==> src/rtl/tone_decoder.sv <==
// tone_decoder: measures the period of a square wave on tone_in and
// classifies it as one of ten note digits, reporting silence otherwise.
module tone_decoder #(
  parameter int unsigned CLK_HALF = 25_000_000,
  parameter int unsigned TOL      = 64,
  parameter int unsigned STABLE   = 3,
  parameter int unsigned TIMEOUT  = 200_000,
  parameter int unsigned CNT_W    = 18
) (
  input  logic             clk,
  input  logic             rst,
  input  logic             tone_in,
  output logic [3:0]       note_code,
  output logic             note_valid,
  output logic             new_note,
  output logic [CNT_W-1:0] period
);

  localparam int unsigned NOTES     = 10;
  localparam logic [3:0]  UNMATCHED = 4'd10;
  localparam int unsigned MC_W      = (STABLE < 2) ? 1 : $clog2(STABLE + 1);

  typedef enum logic {SILENT, TRACK} state_t;

  state_t            state;
  logic              sync1, sync2, prev, edge_q;
  logic [CNT_W-1:0]  cnt;
  logic [CNT_W-1:0]  p_meas;
  logic [MC_W-1:0]   match_cnt;
  logic [MC_W-1:0]   mc_upd;
  logic [3:0]        last_cand;
  logic [3:0]        cand;
  logic [CNT_W:0]    diff;
  logic [CNT_W:0]    mag;

  // Expected full period in clk cycles for a note digit.
  function automatic logic [CNT_W-1:0] exp_of(input int unsigned d);
    int unsigned f;
    case (d)
      0:       f = 659;
      1:       f = 262;
      2:       f = 294;
      3:       f = 330;
      4:       f = 349;
      5:       f = 392;
      6:       f = 440;
      7:       f = 494;
      8:       f = 524;
      9:       f = 587;
      default: f = 659;
    endcase
    return CNT_W'(2 * (CLK_HALF / f));
  endfunction

  assign p_meas = cnt + CNT_W'(1);

  // Two-flop synchronizer, previous-sample register and registered edge pulse.
  always_ff @(posedge clk or posedge rst) begin
    if (rst) begin
      sync1  <= 1'b0;
      sync2  <= 1'b0;
      prev   <= 1'b0;
      edge_q <= 1'b0;
    end else begin
      sync1  <= tone_in;
      sync2  <= sync1;
      prev   <= sync2;
      edge_q <= sync2 & ~prev;
    end
  end

  // Classify the measured period against the note table (signed, one bit wider).
  always_comb begin
    cand = UNMATCHED;
    diff = '0;
    mag  = '0;
    for (int unsigned i = 0; i < NOTES; i++) begin
      diff = {1'b0, p_meas} - {1'b0, exp_of(i)};
      mag  = diff[CNT_W] ? (~diff + (CNT_W+1)'(1)) : diff;
      if (mag <= (CNT_W+1)'(TOL)) cand = 4'(i);
    end
  end

  // Match count after this edge: restart on a new candidate, saturate at STABLE.
  always_comb begin
    if (cand != last_cand)
      mc_upd = MC_W'(1);
    else if (match_cnt == MC_W'(STABLE))
      mc_upd = match_cnt;
    else
      mc_upd = match_cnt + MC_W'(1);
  end

  // Period counter, tracking FSM and registered note outputs.
  always_ff @(posedge clk or posedge rst) begin
    if (rst) begin
      state      <= SILENT;
      cnt        <= '0;
      match_cnt  <= '0;
      last_cand  <= UNMATCHED;
      note_code  <= UNMATCHED;
      note_valid <= 1'b0;
      new_note   <= 1'b0;
      period     <= '0;
    end else begin
      new_note <= 1'b0;
      if (edge_q)
        cnt <= '0;
      else if (cnt != '1)
        cnt <= cnt + CNT_W'(1);

      case (state)
        SILENT: begin
          // First edge is only a timing reference.
          if (edge_q) state <= TRACK;
        end
        TRACK: begin
          if (edge_q) begin
            period    <= p_meas;
            match_cnt <= mc_upd;
            last_cand <= cand;
            if (cand == UNMATCHED) begin
              note_code  <= UNMATCHED;
              note_valid <= 1'b0;
            end else if (mc_upd >= MC_W'(STABLE)) begin
              note_code  <= cand;
              note_valid <= 1'b1;
              new_note   <= !note_valid || (note_code != cand);
            end
          end else if (cnt == CNT_W'(TIMEOUT - 1)) begin
            state      <= SILENT;
            note_code  <= UNMATCHED;
            note_valid <= 1'b0;
            match_cnt  <= '0;
            last_cand  <= UNMATCHED;
          end
        end
        default: state <= SILENT;
      endcase
    end
  end

endmodule
==> config.mk <==
export PLATFORM = sky130hd
export DESIGN_NAME = tone_decoder
export DESIGN_NICKNAME = d
export VERILOG_FILES = /design/src/rtl/tone_decoder.sv
export SDC_FILE = /design/constraint.sdc
export NUM_CORES = 1
export LEC_CHECK = 0
export ABC_AREA = 1
export ABC_CLOCK_PERIOD_IN_PS = 3900
export CORE_UTILIZATION = 59
export DETAILED_ROUTE_END_ITERATION = 8
export GPL_ROUTABILITY_DRIVEN = 0
export PLACE_DENSITY = 0.8
export SYNTH_ARGS = -nofsm -noshare
export SYNTH_HDL_FRONTEND = slang
export SYNTH_SLANG_ARGS = --single-unit
==> constraint.sdc <==
create_clock -name clk -period 3.9 [get_ports clk]
set_input_delay 0.39 -clock clk [delete_from_list [all_inputs] [get_ports clk]]
set_output_delay 0.39 -clock clk [all_outputs]
set_load 0.02 [all_outputs]
==> impl_metrics.py, run 1 <==
metrics = {
    "status": {
        "firstError": "[ERROR GRT-0116] Global routing finished with congestion. Check the congestion regions in the DRC Viewer.",
        "stop_stage": "global routing",
        "status": "did not finish",
    },
    "placement": {
        "dpl.hpwl_mm": 39.83,
        "pre_cts_slack_ns": -0.5274,
        "io_buffers": 26,
    },
    "grt": {
        "grt_pass1_wl_mm": 124.9,
        "grt-ovfl-total": 182,
        "grt_max_degree": 54,
        "grt_pass1_vias": 22250,
        "grt_usage_pct": 78.76,
    },
    "synth": {
        "synth_edf_count": 0,
        "syn_inst": 2305,
        "netlist_area_mm2": 0.01190,
        "avgSynthCellArea_um2": 5.162,
        "ys_seq_area_share_pct": 11.19,
        "synth_nets": 2325,
        "ys_ff_latch": 53,
        "async_flop_share_pct": 100.0,
        "ys_types": 52,
        "synth_warnings": 0,
        "synthFlopType": "dfrtp_1",
    },
    "die": {
        "initial_core_util_pct": 60.74,
        "fp.dieW_um": 144.0,
        "num_io_pins": 27,
        "fp.dieH_um": 144.0,
        "rows": 51,
    },
    "clock_tree": {
        "cts_buffer_depth": 2,
        "cts_num_sinks": 53,
        "cts_inserted_buffers": 5,
        "cts.htree.levels": 2,
        "postCtsHoldBufs": 0,
        "cts_root_buf": "clkbuf_16",
    },
}
-- cells by family after synthesis --
| family | count (synthesis) | share of synthesized area (%) |
|---|---|---|
| compound gates | 163 | 7.592 |
| xor+xnor | 56 | 4.595 |
| fa+ha+maj | 17 | 1.788 |
| buf+inv | 311 | 11.39 |
| flops | 53 | 11.19 |
| simple gates | 1705 | 63.45 |
-- stage by stage --
stage / utilization (%) / cells / setup TNS (ns) / instance area, um2 / hold slack (ns)
after detailed placement: 79.45 / 2984 / -4.233 / 15560 / 0.3557
after global placement: 79.45 / 2984 / -2.245 / 15560 / 0.3632
after floorplan: - / 2305 / 0 / 11910 / 0.3312
after CTS: 85.92 / 3040 / -1.328 / 16830 / 0.3707
-- routing by layer --
metal,GRT usage (%),overflow
met5,40.60,0
met3,62.48,1
met2,94.58,94
met1,77.01,12
met4,84.77,75
-- Yosys cell counts (4+ instances only) --
cell | n | area share (%)
a21oi_1 | 32 | 1.3
buf_2 | 21 | 0.88
buf_4 | 16 | 1.0
buf_6 | 12 | 1.1
clkbuf_1 | 14 | 0.44
dfrtp_1 | 49 | 10
dfstp_2 | 4 | 0.88
ha_1 | 17 | 1.8
inv_1 | 230 | 7.3
inv_2 | 14 | 0.44
nand2_1 | 934 | 29
nand2_2 | 44 | 2.3
nand2_4 | 13 | 1.2
nand3_1 | 307 | 13
nand3_2 | 5 | 0.42
nand3b_1 | 16 | 1.0
nand4_1 | 64 | 3.4
nor2_1 | 249 | 7.9
nor2_2 | 27 | 1.4
nor2_4 | 10 | 0.95
nor2_8 | 4 | 0.67
nor3_1 | 16 | 0.67
nor3_2 | 5 | 0.42
o21ai_0 | 89 | 3.7
o21ai_1 | 15 | 0.63
o21ai_2 | 4 | 0.29
o21bai_1 | 6 | 0.38
xnor2_1 | 10 | 0.74
xor2_1 | 40 | 2.9
xor2_2 | 4 | 0.55
-- timing repair --
action,CTS
setup buffers,45
pin swaps,104
setup endpoints to repair,12
resized for setup,217
cloned,3
==> run 2, diff against run 1 <==
--- a/config.mk
+++ b/config.mk
@@ -6,11 +6,11 @@
 export NUM_CORES = 1
 export LEC_CHECK = 0
 export ABC_AREA = 1
-export ABC_CLOCK_PERIOD_IN_PS = 3900
-export CORE_UTILIZATION = 59
+export ABC_CLOCK_PERIOD_IN_PS = 5100
+export CORE_UTILIZATION = 40
 export DETAILED_ROUTE_END_ITERATION = 8
 export GPL_ROUTABILITY_DRIVEN = 0
-export PLACE_DENSITY = 0.8
+export PLACE_DENSITY_LB_ADDON = 0.15
 export SYNTH_ARGS = -nofsm -noshare
 export SYNTH_HDL_FRONTEND = slang
 export SYNTH_SLANG_ARGS = --single-unit
==> constraint.sdc (replaced) <==
create_clock -name clk -period 5.1 [get_ports clk]
set_input_delay 0.51 -clock clk [delete_from_list [all_inputs] [get_ports clk]]
set_output_delay 0.51 -clock clk [all_outputs]
set_load 0.02 [all_outputs]
==> impl_metrics.py, run 2 <==
metrics = {
    "status": {
        "status": "finished clean",
    },
    "route": {
        "wl_per_cell_um": 16.63,
        "ant_nets": 0,
        "wl_mm": 44.91,
        "drt_first_pass_iters": 6,
        "drtIter0Drc": 1388,
        "vias": 14730,
        "viasPerCell": 5.454,
        "drc": 0,
    },
    "setup_path": {
        "slowest_stage": "dfrtp_1",
        "worstSetupStartpointType": "flop",
        "reg2reg_setup_slack_ns": 0.30,
        "end_kind": "flop",
        "rr_worst_depth": 32,
        "crit_arrival_ns": 5.00,
        "max_stage_delay_ns": 0.39,
        "crit_required_ns": 5.30,
        "cp_common_cell": "nand2_1",
        "worstSetupPathType": "reg2reg",
        "r2r_end": "note_code[2]",
        "r2r-start": "cnt[0]",
        "critPathMaxFanout": 12,
    },
    "grt": {
        "grt_pass1_vias": 13400,
        "antenna_found_initial": 0,
        "grt_usage_pct": 29.22,
        "grt_max_degree": 54,
        "grt-ovfl-total": 0,
        "grt_pass1_wl_mm": 70.91,
    },
    "timing": {
        "slew_violations": 0,
        "worst_pin_slew_ns": 0.7696,
        "period_share_pct": 94.09,
        "maxSlewHeadroom_pct": 48.54,
        "fin_crit_ns": 4.799,
        "fin_setup_tns_ns": 0,
        "skew_ns": 0.009045,
        "fin_hold_ws_ns": 0.3548,
        "fmax_mhz": 208.4,
        "final-hold-violation-count": 0,
        "setup_ws_ns": 0.3014,
        "setup_viol": 0,
        "rsz0062_at_grt": "no",
    },
    "clock_tree": {
        "cts_tree": "done",
        "cts_root_buf": "clkbuf_16",
        "cts_inserted_buffers": 5,
        "cts_buffer_depth": 2,
        "postCtsHoldBufs": 0,
        "clock_latency_ns": 0.30,
        "cts.htree.levels": 2,
        "cts_num_sinks": 53,
        "clkSlewWorstSetupHoldPaths_ns": 0.08,
    },
    "placement": {
        "dp.cells": 2691,
        "dpl.hpwl_mm": 35.52,
        "io_buffers": 26,
        "pre_cts_slack_ns": 0.2028,
    },
    "die": {
        "dieArea_mm2": 0.03044,
        "rows": 62,
        "fp.dieW_um": 174.5,
        "fp.dieH_um": 174.5,
        "coreArea_mm2": 0.02901,
        "num_io_pins": 27,
        "initial_core_util_pct": 41.01,
    },
    "worst_hold_path": {
        "hold_start": "sync1",
        "holdPathEnd": "sync2",
        "min_path_cells": 0,
        "hp-class": "reg2reg",
    },
    "cells_and_area": {
        "diodes": 0,
        "drive_gt1_share_pct": 9.236,
        "layout_commonest_cell": "nand2_1",
        "nFillCells": 3252,
        "stdcell_count": 2701,
        "final_cell_mix": "nand2_1 (931), nand3_1 (305), nor2_1 (245)",
        "top_regs": "cnt: 18 flops, period: 18 flops",
        "areaGrowthSynthToFinish_pct": 7.476,
        "fin_nets": 2336,
    },
    "synth": {
        "yosys.area.top_type": "nand2_1",
        "syn_inst": 2305,
        "netlist_area_mm2": 0.01190,
        "synth_top_area_share_pct": 29.46,
        "synth_warnings": 0,
        "synthFlopType": "dfrtp_1",
        "synth_area_leaders": "nand2_1 (29%), nand3_1 (13%), dfrtp_1 (10%)",
        "avgSynthCellArea_um2": 5.162,
        "async_flop_share_pct": 100.0,
        "ys_ff_latch": 53,
        "ys_seq_area_share_pct": 11.19,
        "synth_edf_count": 0,
        "yosysMostFrequentCell": "nand2_1",
        "ys_types": 52,
        "synth_common_cells": "nand2_1 (934), nand3_1 (307), nor2_1 (249)",
        "synth_nets": 2325,
    },
    "power_and_ir_drop": {
        "power_frac_comb_pct": 54.6,
        "power_density_mw_per_mm2": 145.2,
        "switchingPower_mw": 0.8956,
        "seqPwrFrac_pct": 26.5,
        "leakage_nw": 7.339,
        "totalPowerFinal_mw": 1.857,
        "intPower_mw": 0.9619,
        "clkPwrFrac_pct": 18.9,
        "irDropWorstVdd_v": 0.0003983,
        "swShare_pct": 48.21,
    },
    "job": {
        "drv_cap": 0,
    },
}
[run 2: cell counts after synthesis]
Identical to the previous run, type by type.
[run 2: logic make-up after synthesis]
| kind of cell | Yosys count | synth area share [%] |
|---|---|---|
| fa+ha+maj | 17 | 1.788 |
| xor+xnor | 56 | 4.595 |
| flops | 53 | 11.19 |
| simple gates | 1705 | 63.45 |
| compound gates | 163 | 7.592 |
| buf+inv | 311 | 11.39 |
[run 2: power groups by stage]
stage,Clock [mW],Combinational [mW],Sequential [mW]
3_5_place_dp,0,0.946,0.499
6_report,0.351,1.01,0.492
5_1_grt,0.369,1.11,0.498
3_3_place_gp,0,0.940,0.498
2_1_floorplan,0,0.671,0.501
4_1_cts,0.361,0.950,0.491
[run 2: how the worst max path moves through the flow]
stage                      start           end  slack [ns]
final                     cnt[0]  note_code[2]        0.30
after global placement    cnt[0]  note_code[0]        0.25
after CTS                 cnt[0]  note_code[2]        0.17
after detailed placement  cnt[0]  note_code[2]        0.20
after floorplan           cnt[0]  note_code[2]        1.13
after global routing      cnt[2]  note_code[2]       0.004
[run 2: timing repair]
| action | CTS | global route |
|---|---|---|
| gates resized for setup | 0 | 20 |
| buffers inserted | 0 | 2 |
| endpoints found under the setup margin | 0 | 9 |
[run 2: layout make-up]
type,instances,area [um2],share of cell area [%]
multi-input cells,1941,9283,72.59
flip-flops and latches,53,1331,10.41
inverters,244,919.6,7.191
repair buffers,71,623.1,4.872
well taps,384,480.5,3.757
clock buffers,5,125.1,0.9784
clock inverters,3,26.28,0.2055
[run 2: routing by layer]
| metal | global-route usage [%] | vias to the layer above | share of wire, % |
|---|---|---|---|
| met1 | 38.23 | 6603 | 43 |
| met2 | 48.17 | 638 | 44 |
| li1 | - | 7363 | - |
| met5 | 0 | - | 0 |
| met3 | 3.150 | 127 | 8.4 |
| met4 | 13.12 | 0 | 5.2 |
[run 2: critical path, delay by kind of cell (launching register included)]
kind                       cells  cell delay [ns]
DFF                            1             0.39
and+or+nand+nor               26             3.23
AOI/OAI and AO/OA              1             0.24
buffers and inverters          4             0.56
adders and majority gates      1             0.26
[run 2: through the flow]
| stage | area [um2] | util, % |
|---|---|---|
| global route | 12790 | 44.08 |
| detailed placement | 12550 | 43.25 |
| CTS | 12700 | 43.77 |
| global placement | 12550 | 43.25 |
| finish | 12790 | 44.08 |
| floorplan | 11900 | - |
Power figures use the tool's default switching activity.
